File: src/rtl/fp_mul_result_stage.sv
// fp_mul_result_stage
//   Result stage behind the IEEE-754 single-precision multiplier. It accepts
//   {product, exception, overflow, underflow} through a valid/ready handshake.
//   Each result is tagged with a NaN bit and held in a DEPTH-entry FIFO. The
//   stage also keeps sticky status flags and a saturating count of popped
//   results for the ALU writeback port.
//
//   Optional feature: define FP_EXC_COUNT_EN to add exc_count. It is a
//   saturating count of popped entries whose exception flag is set.
//
// Ports
//   clk, rst        clock; synchronous active-high reset
//   in_valid/ready  input handshake; in_product, in_exception/overflow/underflow
//   out_valid/ready output handshake; out_result, out_flags {nan,exc,ovf,unf}
//   flags_clr       clears sticky_flags (a same-cycle push still sets bits)
//   sticky_flags    OR of the flags of all accepted results
//   op_count        number of popped results, saturating
//   exc_count       (FP_EXC_COUNT_EN only) number of popped exception results
module fp_mul_result_stage #(
  parameter int DEPTH = 4,
  parameter int CNT_W = 16
) (
  input  logic             clk,
  input  logic             rst,
  input  logic             in_valid,
  output logic             in_ready,
  input  logic [31:0]      in_product,
  input  logic             in_exception,
  input  logic             in_overflow,
  input  logic             in_underflow,
  output logic             out_valid,
  input  logic             out_ready,
  output logic [31:0]      out_result,
  output logic [3:0]       out_flags,
  input  logic             flags_clr,
  output logic [3:0]       sticky_flags,
  output logic [CNT_W-1:0] op_count
`ifdef FP_EXC_COUNT_EN
  ,
  output logic [CNT_W-1:0] exc_count
`endif
);

  localparam int PW = $clog2(DEPTH);
  localparam logic [PW:0] FULL = (PW+1)'(DEPTH);

  typedef struct packed {
    logic [3:0]  flags;
    logic [31:0] product;
  } entry_t;

  entry_t          mem [DEPTH];
  logic [PW-1:0]   wr_ptr, rd_ptr;
  logic [PW:0]     count;
  logic            push, pop, nan;
  logic [3:0]      in_flags;

  // A full FIFO does not bypass pops. in_ready depends only on state and rst.
  assign in_ready  = !rst && (count != FULL);
  assign out_valid = (count != '0);
  assign push      = in_valid && in_ready;
  assign pop       = out_valid && out_ready;

  assign nan      = (in_product[30:23] == 8'hFF) && (in_product[22:0] != 23'd0);
  assign in_flags = {nan, in_exception, in_overflow, in_underflow};

  // The storage is not reset. The head is masked while empty, so reset and
  // empty both read as zero.
  assign out_result = out_valid ? mem[rd_ptr].product : 32'd0;
  assign out_flags  = out_valid ? mem[rd_ptr].flags   : 4'd0;

  always_ff @(posedge clk) begin
    if (push) mem[wr_ptr] <= '{flags: in_flags, product: in_product};
  end

  always_ff @(posedge clk) begin
    if (rst) begin
      wr_ptr       <= '0;
      rd_ptr       <= '0;
      count        <= '0;
      sticky_flags <= 4'd0;
      op_count     <= '0;
    end else begin
      // DEPTH is a power of two, so the pointers wrap by natural overflow.
      if (push) wr_ptr <= wr_ptr + PW'(1);
      if (pop)  rd_ptr <= rd_ptr + PW'(1);
      case ({push, pop})
        2'b10:   count <= count + 1'b1;
        2'b01:   count <= count - 1'b1;
        default: count <= count;
      endcase
      // A set on the same cycle as a clear survives, so no event is lost.
      sticky_flags <= (flags_clr ? 4'd0 : sticky_flags) | (push ? in_flags : 4'd0);
      if (pop && op_count != '1) op_count <= op_count + 1'b1;
    end
  end

`ifdef FP_EXC_COUNT_EN
  always_ff @(posedge clk) begin
    if (rst)                                 exc_count <= '0;
    else if (pop && out_flags[2] && exc_count != '1) exc_count <= exc_count + 1'b1;
  end
`endif

endmodule
File: config.mk
export PLATFORM = sky130hd
export DESIGN_NAME = fp_mul_result_stage
export DESIGN_NICKNAME = d
export VERILOG_FILES = /design/src/rtl/fp_mul_result_stage.sv
export SDC_FILE = /design/constraint.sdc
export NUM_CORES = 1
export LEC_CHECK = 0
export CORE_ASPECT_RATIO = 0.75
export CORE_UTILIZATION = 54
export CTS_CLUSTER_SIZE = 20
export DETAILED_ROUTE_END_ITERATION = 8
export PLACE_DENSITY = 0.79
export RECOVER_POWER = 100
export SETUP_SLACK_MARGIN = 0.5
export SLEW_MARGIN = 20
export SYNTH_ARGS = -nofsm -noshare
export SYNTH_HDL_FRONTEND = slang
export SYNTH_SLANG_ARGS = --single-unit
File: constraint.sdc
create_clock -name clk -period 2.9 [get_ports clk]
set_clock_uncertainty 0.15 [all_clocks]
set_input_delay 0.29 -clock clk [delete_from_list [all_inputs] [get_ports clk]]
set_output_delay 0.29 -clock clk [all_outputs]
set_load 0.05 [all_outputs]
# --- Word level (Yosys, flattened, before mapping) ---
# Memories as Yosys holds them, arrays and structs flattened. A register that Yosys moved wholly into a read port is not among the register bits.
# Index checks and enable logic that the tools add are counted.
totals:
  wordCells: 35
  register_bits: 27
  in_bits: 40
  mem_count: 1
  mem_bits_rw: 144
  out_inout_bits: 58
mem_list:
  columns: ["memory", "depth", "word_bits", "rd", "rd_clocked_by_memory_dff", "wr", "line", "text"]
  rows:
  - ["mem", 4, 36, 1, 1, 1, "52", "entry_t mem [DEPTH];"]
classes:
  reduce_logical: 9
  n_eq_ne: 5
  add_sub_neg: 5
  bitwise: 1
  muxes: 9
op_table:
  columns: ["operator", "n"]
  rows:
  - ["32-bit 2-to-1 mux", 1]
  - ["23-bit nonzero test", 1]
  - ["16-bit by 1-bit adder with 16-bit output, second input constant", 1]
  - ["16-bit != test, second input constant", 1]
  - ["4-bit 2-to-1 mux", 3]
  - ["8-bit equality test, second input constant", 1]
  - ["3-bit case mux with 2 select lines", 1]
  - ["1-bit logical AND", 5]
  - ["2-bit by 1-bit adder with 2-bit output, second input constant", 2]
  - ["2-bit 2-to-1 mux", 2]
  - ["4-bit bitwise OR", 1]
  - ["3-bit by 1-bit adder with 3-bit output, second input constant", 1]
  - ["3-bit != test, second input constant", 1]
  - ["3-bit nonzero test", 1]
  - ["3-bit by 1-bit subtractor with 3-bit output, second input constant", 1]
  - ["2-bit by 1-bit equality test with 1-bit output, second input constant", 1]
  - ["2-bit equality test, second input constant", 1]
  - ["1-bit 2-to-1 mux", 2]
  - ["2-bit nonzero test", 1]
  - ["1-bit zero test", 1]

# --- Longest topological paths before layout ---
depth:
  ltp_word: 5
  ltp_mapped: 10
  ltp_nobuf: 9

# --- Least setup slack after synthesis ---
# Ideal clock, no wire load.
synth_timing:
  kind: "register -> register"
  startpoint: "reg count[0]"
  endpoint: "mem mem[1][0] in the netlist's numbering, enable pin"
  period_less_slack_ns: 2.574
  slack_ns: 0.326
  required_time_ns: 2.353
  stages_incl_launch_ff: 5
  setup_time_ns: 0.397
  arrival_ns: 2.028
  n_path_buf: 1
  cell_sequence: "dfxtp_1 nor2_1 a211oi_1 clkbuf_1 and2_1"
synth_via:
  elab_chain_cells: 5
synth_lines:
  columns: ["element", "line", "text"]
  rows:
  - ["start: declaration", "54", "logic [PW:0] count;"]
  - ["start signal: assignment", "88", "2'b10: count <= count + 1'b1;"]
  - ["start signal: assignment", "89", "2'b01: count <= count - 1'b1;"]
  - ["start signal: assignment", "90", "default: count <= count;"]
  - ["3-bit != test", "59", "assign in_ready = !rst && (count != FULL);"]
  - ["1-bit logical AND", "59", null]
  - ["1-bit logical AND", "61", "assign push = in_valid && in_ready;"]
  - ["1-bit 2-to-1 mux", "73", "if (push) mem[wr_ptr] <= '{flags: in_flags, product: in_product};"]
  - ["1-bit 2-to-1 mux (implied by the code)", "73", null]
  - ["end: declaration", "52", null]
# No other way between the ends.

==> flow_summary.json <==
{
  "netlist_cell_types": 34,
  "clock_tree.htree_level_count": 4,
  "max_stage_delay_ns": 0.55,
  "run_status": "finished clean",
  "grt_use_met1_pct": 32.0,
  "start_util_pct": 55.8,
  "cp.buffers_inverters": 2,
  "drcViolationCount": 0,
  "wl_mm": 14.5,
  "clkLatencyLatePin_ns": 0.42,
  "number_of_cell_rows": 35,
  "maximum_number_of_pins_on_one_net_before_global_route_repair": 38,
  "final-max-slew-violation-count": 0,
  "die-width_um": 132,
  "p_leak_nw": 2.95,
  "comb_power_share_pct": 37.6,
  "clockBufferDepth": 2,
  "r2r.worst_path.cells": 6,
  "numCtsBuffers": 17,
  "drive_gt1_share_pct": 29.7,
  "clk_transition_reported_paths_ns": 0.07,
  "vias_per_cell": 5.76,
  "drt_first_iter_violations": 312,
  "clk_root_buffer_cell": "sky130_fd_sc_hd__clkbuf_16",
  "timing_worst_slew_pin_value_ns": 0.733,
  "vias_in_the_first_global_route": 4022,
  "grt_use_met2_pct": 36.7,
  "timing.rr.end": "op_count[4]$_SDFFE_PP0P_",
  "critical_path_required_ns": 2.46,
  "io_pins": 98,
  "layout.cells.most_common": "sky130_fd_sc_hd__edfxtp_1",
  "antenna_left": 0,
  "layout.filler_cells": 794,
  "net_count_of_the_mapped_netlist": 454,
  "setup-tns-final_ns": 0,
  "globalRouteOverflowTotal": 0,
  "p_seq_share_pct": 36.4,
  "endpoint_kind": "output pin",
  "grt_pass1_wl_mm": 22.1,
  "clock_sink_count": 173,
  "slew_headroom_pct": 50.7,
  "final.hold.worst_slack_ns": 0.323,
  "postSynthRegisterBits": 173,
  "timing_hold_violations_final": 0,
  "peakVddDrop_mv": 0.524,
  "hold_path_class": "register to register",
  "cts_tree": "done",
  "holdBufCountCts": 0,
  "finalSetupViolCount": 0,
  "timing.critical_path.max_delay_family": "multiplexers",
  "finish.net_count": 573,
  "timing.critical_path.to": "out_result[7]",
  "drt-wirelength-per-cell_um": 20.5,
  "detailroute.via_count": 4069,
  "cp_cell_sequence": "clkbuf_1 -> mux4_2 -> nor2b_2 -> clkbuf_2",
  "synthesis.instances": 407,
  "rsz0062_at_grt": "yes",
  "design_power_total_mw": 8.01,
  "die_footprint_sq_mm": 0.0132,
  "arrival_time_at_the_worst_endpoint_ns": 2.09,
  "detailed_place.area_sq_mm": 0.00821,
  "multi_input_area_sq_mm": 0.00198,
  "mostFrequentLayoutCells": "144 x sky130_fd_sc_hd__edfxtp_1, 55 x sky130_fd_sc_hd__dlygate4sd3_1, 36 x sky130_fd_sc_hd__mux4_2",
  "min_period_ns": 2.53,
  "r2r-start": "op_count[0]$_SDFFE_PP0P_",
  "r2r_setup_slack_ns": 0.59,
  "dpl.hpwl_mm": 8.32,
  "yosysSeqAreaShare_pct": 71.2,
  "cap_viol_max_count": 0,
  "net_load_switching_power_mw": 2.96,
  "area_growth_pct": 27.8,
  "floorplan.die.height_um": 99.8,
  "worst-setup-path-type": "register to output pin",
  "power.share.switching_pct": 36.9,
  "first_pass_iters": 5,
  "cell_internal_pwr_mw": 5.05,
  "area.sequential_sq_mm": 0.00491,
  "numPortBuffers": 97,
  "worst-path-max-fanout": 3,
  "place_worst_setup_slack_ns": 0.357,
  "grt_antenna_before_repair": 0,
  "mean_cell_area_of_the_mapped_netlist_sq_um": 16.9,
  "max_freq_ghz": 0.395,
  "grt.met3_usage_pct": 4.80,
  "timing.critical_path.depth": 4,
  "synth.cell_area_sq_mm": 0.00689,
  "postLayoutSetupSlackWorst_ns": 0.371,
  "ys.warnings.count": 0,
  "critPathSlowestCell": "sky130_fd_sc_hd__mux4_2",
  "track_usage_pct": 22.9,
  "share_clk_of_total_power_pct": 26.0,
  "core-area_sq_mm": 0.0123,
  "worstSetupStartpointType": "register",
  "final.period_utilization_pct": 87.2,
  "design_area_sq_mm": 0.00880,
  "grt.busiest_layer": "met2",
  "finalWeightedCongestion": 0.893,
  "pwr_density_cell_mw_per_mm2": 910
}
registers in the layout, indices dropped and copies added (netlist names), named ones only:
register / cells
wr_ptr: 2
sticky_flags: 4
rd_ptr: 2
op_count: 16
count: 3
mem: 144
synthesized netlist by cell type, drive strengths merged:
cell    count  share of area, %
fa          1              0.29
ha          6               1.1
xnor2       2              0.25
nor3        4              0.29
xor2        3              0.38
o21ai       6              0.44
edfxtp    144                63
or2         3              0.27
nand4       7              0.64
and3        1             0.091
clkbuf     12              0.65
mux2        3              0.49
nand2      10              0.55
nand3       5              0.36
o21a        1              0.11
and2        4              0.36
buf         6              0.40
inv        11              0.60
o31ai       9              0.98
or3         5              0.45
a21oi      18               1.3
nor2b      41               3.7
nor4       10               1.0
dfxtp      29               8.4
a22o        1              0.13
or4         8              0.87
a211oi      1              0.11
nor2       19               1.0
mux4       36                12
nand3b      1              0.11
worst reg2reg max path, stage by stage (launching register included):
cell                       delay [ns]
sky130_fd_sc_hd__dfxtp_1         0.42
sky130_fd_sc_hd__ha_1            0.24
sky130_fd_sc_hd__nand4_1         0.19
sky130_fd_sc_hd__nor4_2          0.60
sky130_fd_sc_hd__clkbuf_1        0.37
sky130_fd_sc_hd__or4_1           0.17
sky130_fd_sc_hd__a21oi_1         0.06
worst min path at each step:
stage	start	end	slack, ns	cells past startpoint
after floorplan	in_product[0]	mem[0][0]$_DFFE_PP_	0.24	0
after global placement	sticky_flags[3]$_SDFF_PP0_	sticky_flags[3]$_SDFF_PP0_	0.32	1
after detailed placement	sticky_flags[3]$_SDFF_PP0_	sticky_flags[3]$_SDFF_PP0_	0.31	1
after CTS	sticky_flags[3]$_SDFF_PP0_	sticky_flags[3]$_SDFF_PP0_	0.33	1
after global routing	sticky_flags[3]$_SDFF_PP0_	sticky_flags[3]$_SDFF_PP0_	0.33	1
final	sticky_flags[3]$_SDFF_PP0_	sticky_flags[3]$_SDFF_PP0_	0.32	1
power groups by stage:
stage / clock [mW] / combinational, mW / sequential (mW)
2_1_floorplan: 0 / 1.99 / 2.96
3_5_place_dp: 0 / 2.88 / 2.98
5_1_grt: 2.22 / 3.16 / 2.94
6_report: 2.08 / 3.01 / 2.92
3_3_place_gp: 0 / 2.85 / 2.97
4_1_cts: 2.09 / 3.05 / 2.91
metal layers:
metal | wire [um] | vias to the layer above | share of wire (%)
met5 | 0 | - | 0
met4 | 147 | 0 | 1.0
met3 | 876 | 14 | 6.0
met2 | 7080 | 148 | 49
met1 | 6380 | 2074 | 44
li1 | - | 1833 | -
cell families after synthesis:
| group | Yosys count | synth area share, % |
|---|---|---|
| flip-flops | 173 | 71.2 |
| buffers and inverters | 29 | 1.65 |
| AND/OR/NAND/NOR | 118 | 9.76 |
| multiplexers | 39 | 12.3 |
| AO/OA/AOI/OAI | 36 | 3.07 |
| adder cells (fa/ha/maj) | 7 | 1.38 |
| XOR/XNOR | 5 | 0.636 |
final cells by class:
class | instances | share of cell area [%]
antenna | 1 | 0.0284
clock buffer | 18 | 4.88
clock inverter | 14 | 1.25
inverter | 11 | 0.469
multi-input combinational | 205 | 22.5
sequential | 173 | 55.8
tap | 166 | 2.36
timing repair buffer | 118 | 12.7
through the flow:
step / cells / utilization (%)
2_1_floorplan: 407 / -
3_3_place_gp: 667 / 66.5
3_5_place_dp: 667 / 66.5
4_1_cts: 704 / 71.6
5_1_grt: 705 / 71.2
6_report: 706 / 71.3
what timing repair did:
| action | in CTS | in global routing |
|---|---|---|
| buffers inserted | 4 | 0 |
| gates cloned | 1 | 1 |
| endpoints found under the setup margin | 39 | 33 |
| gates resized for setup | 70 | 43 |
Power figures use the tool's default switching activity.
==> variant (same flow settings) <==
Set the parameter `DEPTH` to 8 (it was 4).
--- a/src/rtl/fp_mul_result_stage.sv
+++ b/src/rtl/fp_mul_result_stage.sv
@@ -18,5 +18,5 @@
 //   exc_count       (FP_EXC_COUNT_EN only) number of popped exception results
 module fp_mul_result_stage #(
-  parameter int DEPTH = 4,
+  parameter int DEPTH = 8,
   parameter int CNT_W = 16
 ) (
Behaviour: not the same (Yosys sat finds a counterexample within 10 cycles, from zero or initial values and one cycle with rst high).
==> variant against the unedited design <==
Sequential cell count increased by 148. Wire length increased by 88%. Area after synthesis increased by 84%. Maximum frequency decreased by 8.4%. Sequential share of layout area increased by 4.9 points. Design area increased by 75%. Hold slack got worse by 0.0059 ns. Total power increased by 71%. Die area increased by 82%. Clock power increased by 81%. Worst setup slack got worse by 0.23 ns. Combinational power increased by 52%.
==> variant: results (changes against the unedited design) <==
========================================================================================================
Startpoint of the lowest-slack register-to-register path ..................................     count[2]   was op_count[0]
Detailed-route wire length ................................................................     27280 um   was 14480 um
Data arrival, critical path ...............................................................      2.32 ns   was 2.09 ns
Initial antenna violation count ...........................................................            1   was 0
Vias/cell .................................................................................        6.018   was 5.763
Violation count after the first detailed-route iteration ..................................          613   was 312
Number of global-route vias before repair .................................................         6986   was 4022
Share of final-layout standard cells stronger than drive strength 1 .......................       26.96%   was 29.68%
Main synth FF type ........................................................................ sky130_fd_sc_hd__edfxtp_1   unchanged
Critical path peak fanout .................................................................            7   was 3
Distinct cell type count of the synthesized netlist .......................................           45   was 34
Sequential share of the synthesized area ..................................................       73.66%   was 71.23%
Filler cells ..............................................................................         1475   was 794
Reg2Reg Setup Slack .......................................................................      0.18 ns   was 0.59 ns
Largest registers ranked by flip-flop count ............................................... mem (288), op_count (16)   was mem (144), op_count (16), sticky_flags (4)
# H-tree levels ...........................................................................            1   was 4
Result of the run .........................................................................    completed   unchanged
Worst Slack Setup Final ...................................................................    0.1408 ns   was 0.3714 ns
Worst relative slew slack .................................................................       43.53%   was 50.75%
Final HPWL DP .............................................................................     15540 um   was 8316 um
Post-Place Setup Slack ....................................................................    0.1600 ns   was 0.3569 ns
Reg-to-reg endpoint .......................................................................   mem[6][20]   was op_count[4]
Yosys Warn Count ..........................................................................            0   unchanged
Commonest cells post-synth ................................................................ sky130_fd_sc_hd__edfxtp_1, sky130_fd_sc_hd__mux4_2, sky130_fd_sc_hd__nor2_1, sky130_fd_sc_hd__mux2i_1, sky130_fd_sc_hd__dfxtp_1   was sky130_fd_sc_hd__edfxtp_1, sky130_fd_sc_hd__nor2b_1, sky130_fd_sc_hd__mux4_2, sky130_fd_sc_hd__dfxtp_1, sky130_fd_sc_hd__nor2_1
Final estimated routing congestion in global placement ....................................       0.8516   was 0.8926
Clock tree buffer depth ...................................................................            3   was 2
Class of the most critical hold timing path ...............................................      reg2reg   unchanged
Post-synth EDFFs ..........................................................................          288   was 144
Maximum resistive drop on vdd .............................................................    0.4686 mV   was 0.5243 mV
First-pass GRT wire length ................................................................     40720 um   was 22090 um
Pin count of the biggest net entering global routing ......................................           38   unchanged
Final layout net count ....................................................................          855   was 573
First-pass detailed-route iteration total .................................................            5   unchanged
Number of buffers inserted during clock tree synthesis ....................................           29   was 17
Capture point of the critical path ........................................................ out_flags[2]   was out_result[7]
Ranking of synthesized cells by area ...................................................... sky130_fd_sc_hd__edfxtp_1, sky130_fd_sc_hd__mux4_2, sky130_fd_sc_hd__dfxtp_1   unchanged
Total global routing track utilization ....................................................       23.02%   was 22.86%
Leakage power of the design ...............................................................     4.984 nW   was 2.955 nW
Post-CTS clock slew at the launch and capture registers of the worst setup and hold paths .      0.07 ns   about the same
Syn nets ..................................................................................          705   was 454
Insertion delay of the later-clocked pin in the worst-skew pair ...........................      0.54 ns   was 0.42 ns
========================================================================================================
-- variant: kinds of logic (layout without fill, tap and decap cells) --
group	after synthesis	count (layout)	synth area share, %
AO/OA/AOI/OAI	45	45	2.267
multiplexers	115	115	16.28
other	0	1	0
adder cells (fa/ha/maj)	6	6	0.5940
AND/OR/NAND/NOR	128	128	5.395
flip-flops	321	321	73.66
XOR/XNOR	6	6	0.4158
buffers and inverters	38	210	1.396
-- variant: worst min-delay path by stage --
| stage | endpoint | cells past startpoint | slack [ns] | startpoint |
|---|---|---|---|---|
| finish | sticky_flags[3] | 2 | 0.32 | sticky_flags[3] |
| global route | sticky_flags[3] | 2 | 0.34 | sticky_flags[3] |
| CTS | mem[2][19] | 1 | 0.29 | in_product[19] |
| detailed placement | sticky_flags[3] | 2 | 0.31 | sticky_flags[3] |
| global placement | op_count[7] | 2 | 0.34 | op_count[7] |
| floorplan | mem[0][0] | 0 | 0.24 | in_product[0] |
-- variant: worst max-delay path, cell delays in order (launching register included) --
cell and delay [ns]:
sky130_fd_sc_hd__dfxtp_4 0.39, sky130_fd_sc_hd__buf_12 0.15, sky130_fd_sc_hd__bufbuf_16 0.26, sky130_fd_sc_hd__mux4_2 0.48, sky130_fd_sc_hd__mux2i_1 0.16, sky130_fd_sc_hd__nor2_1 0.07
sky130_fd_sc_hd__clkbuf_2 0.26
-- variant: metal layers --
layer	share of wire [%]	track usage [%]
met1	41	31.92
met2	49	38.14
met3	8.1	4.336
met4	2.1	5.556
met5	0	0
-- variant: timing repair --
item / 4_1_cts / 5_1_grt
gates cloned: 5 / 1
resized for setup: 46 / 10
hold buffers: 0 / 0
pin swaps: 7 / 10
buffers inserted: 13 / 6
setup endpoints to repair: 147 / 56
-- variant: final cells by class --
cell class / instances / area (um2) / share of cell area (%)
inverter: 5 / 21.27 / 0.1384
multi-input combinational: 300 / 3194 / 20.78
antenna: 1 / 2.502 / 0.01628
timing repair buffer: 152 / 1509 / 9.818
clock inverter: 20 / 183.9 / 1.197
tap: 300 / 375.4 / 2.442
sequential: 321 / 9331 / 60.72
clock buffer: 33 / 750.7 / 4.885
-- variant: metrics by stage --
stage / instance area, um2 / instances
2_1_floorplan: 12770 / 659
3_3_place_gp: 14210 / 1053
3_5_place_dp: 14210 / 1053
4_1_cts: 15610 / 1124
5_1_grt: 15370 / 1131
6_report: 15370 / 1132
-- variant: where the power goes --
part | leakage, nW | switching [mW] | internal, mW | total (mW)
clock network | 0.455 | 1.63 | 2.13 | 3.76
logic | 1.65 | 2.84 | 1.73 | 4.58
registers | 2.88 | 0.128 | 5.20 | 5.33
total | 4.98 | 4.60 | 9.06 | 13.7
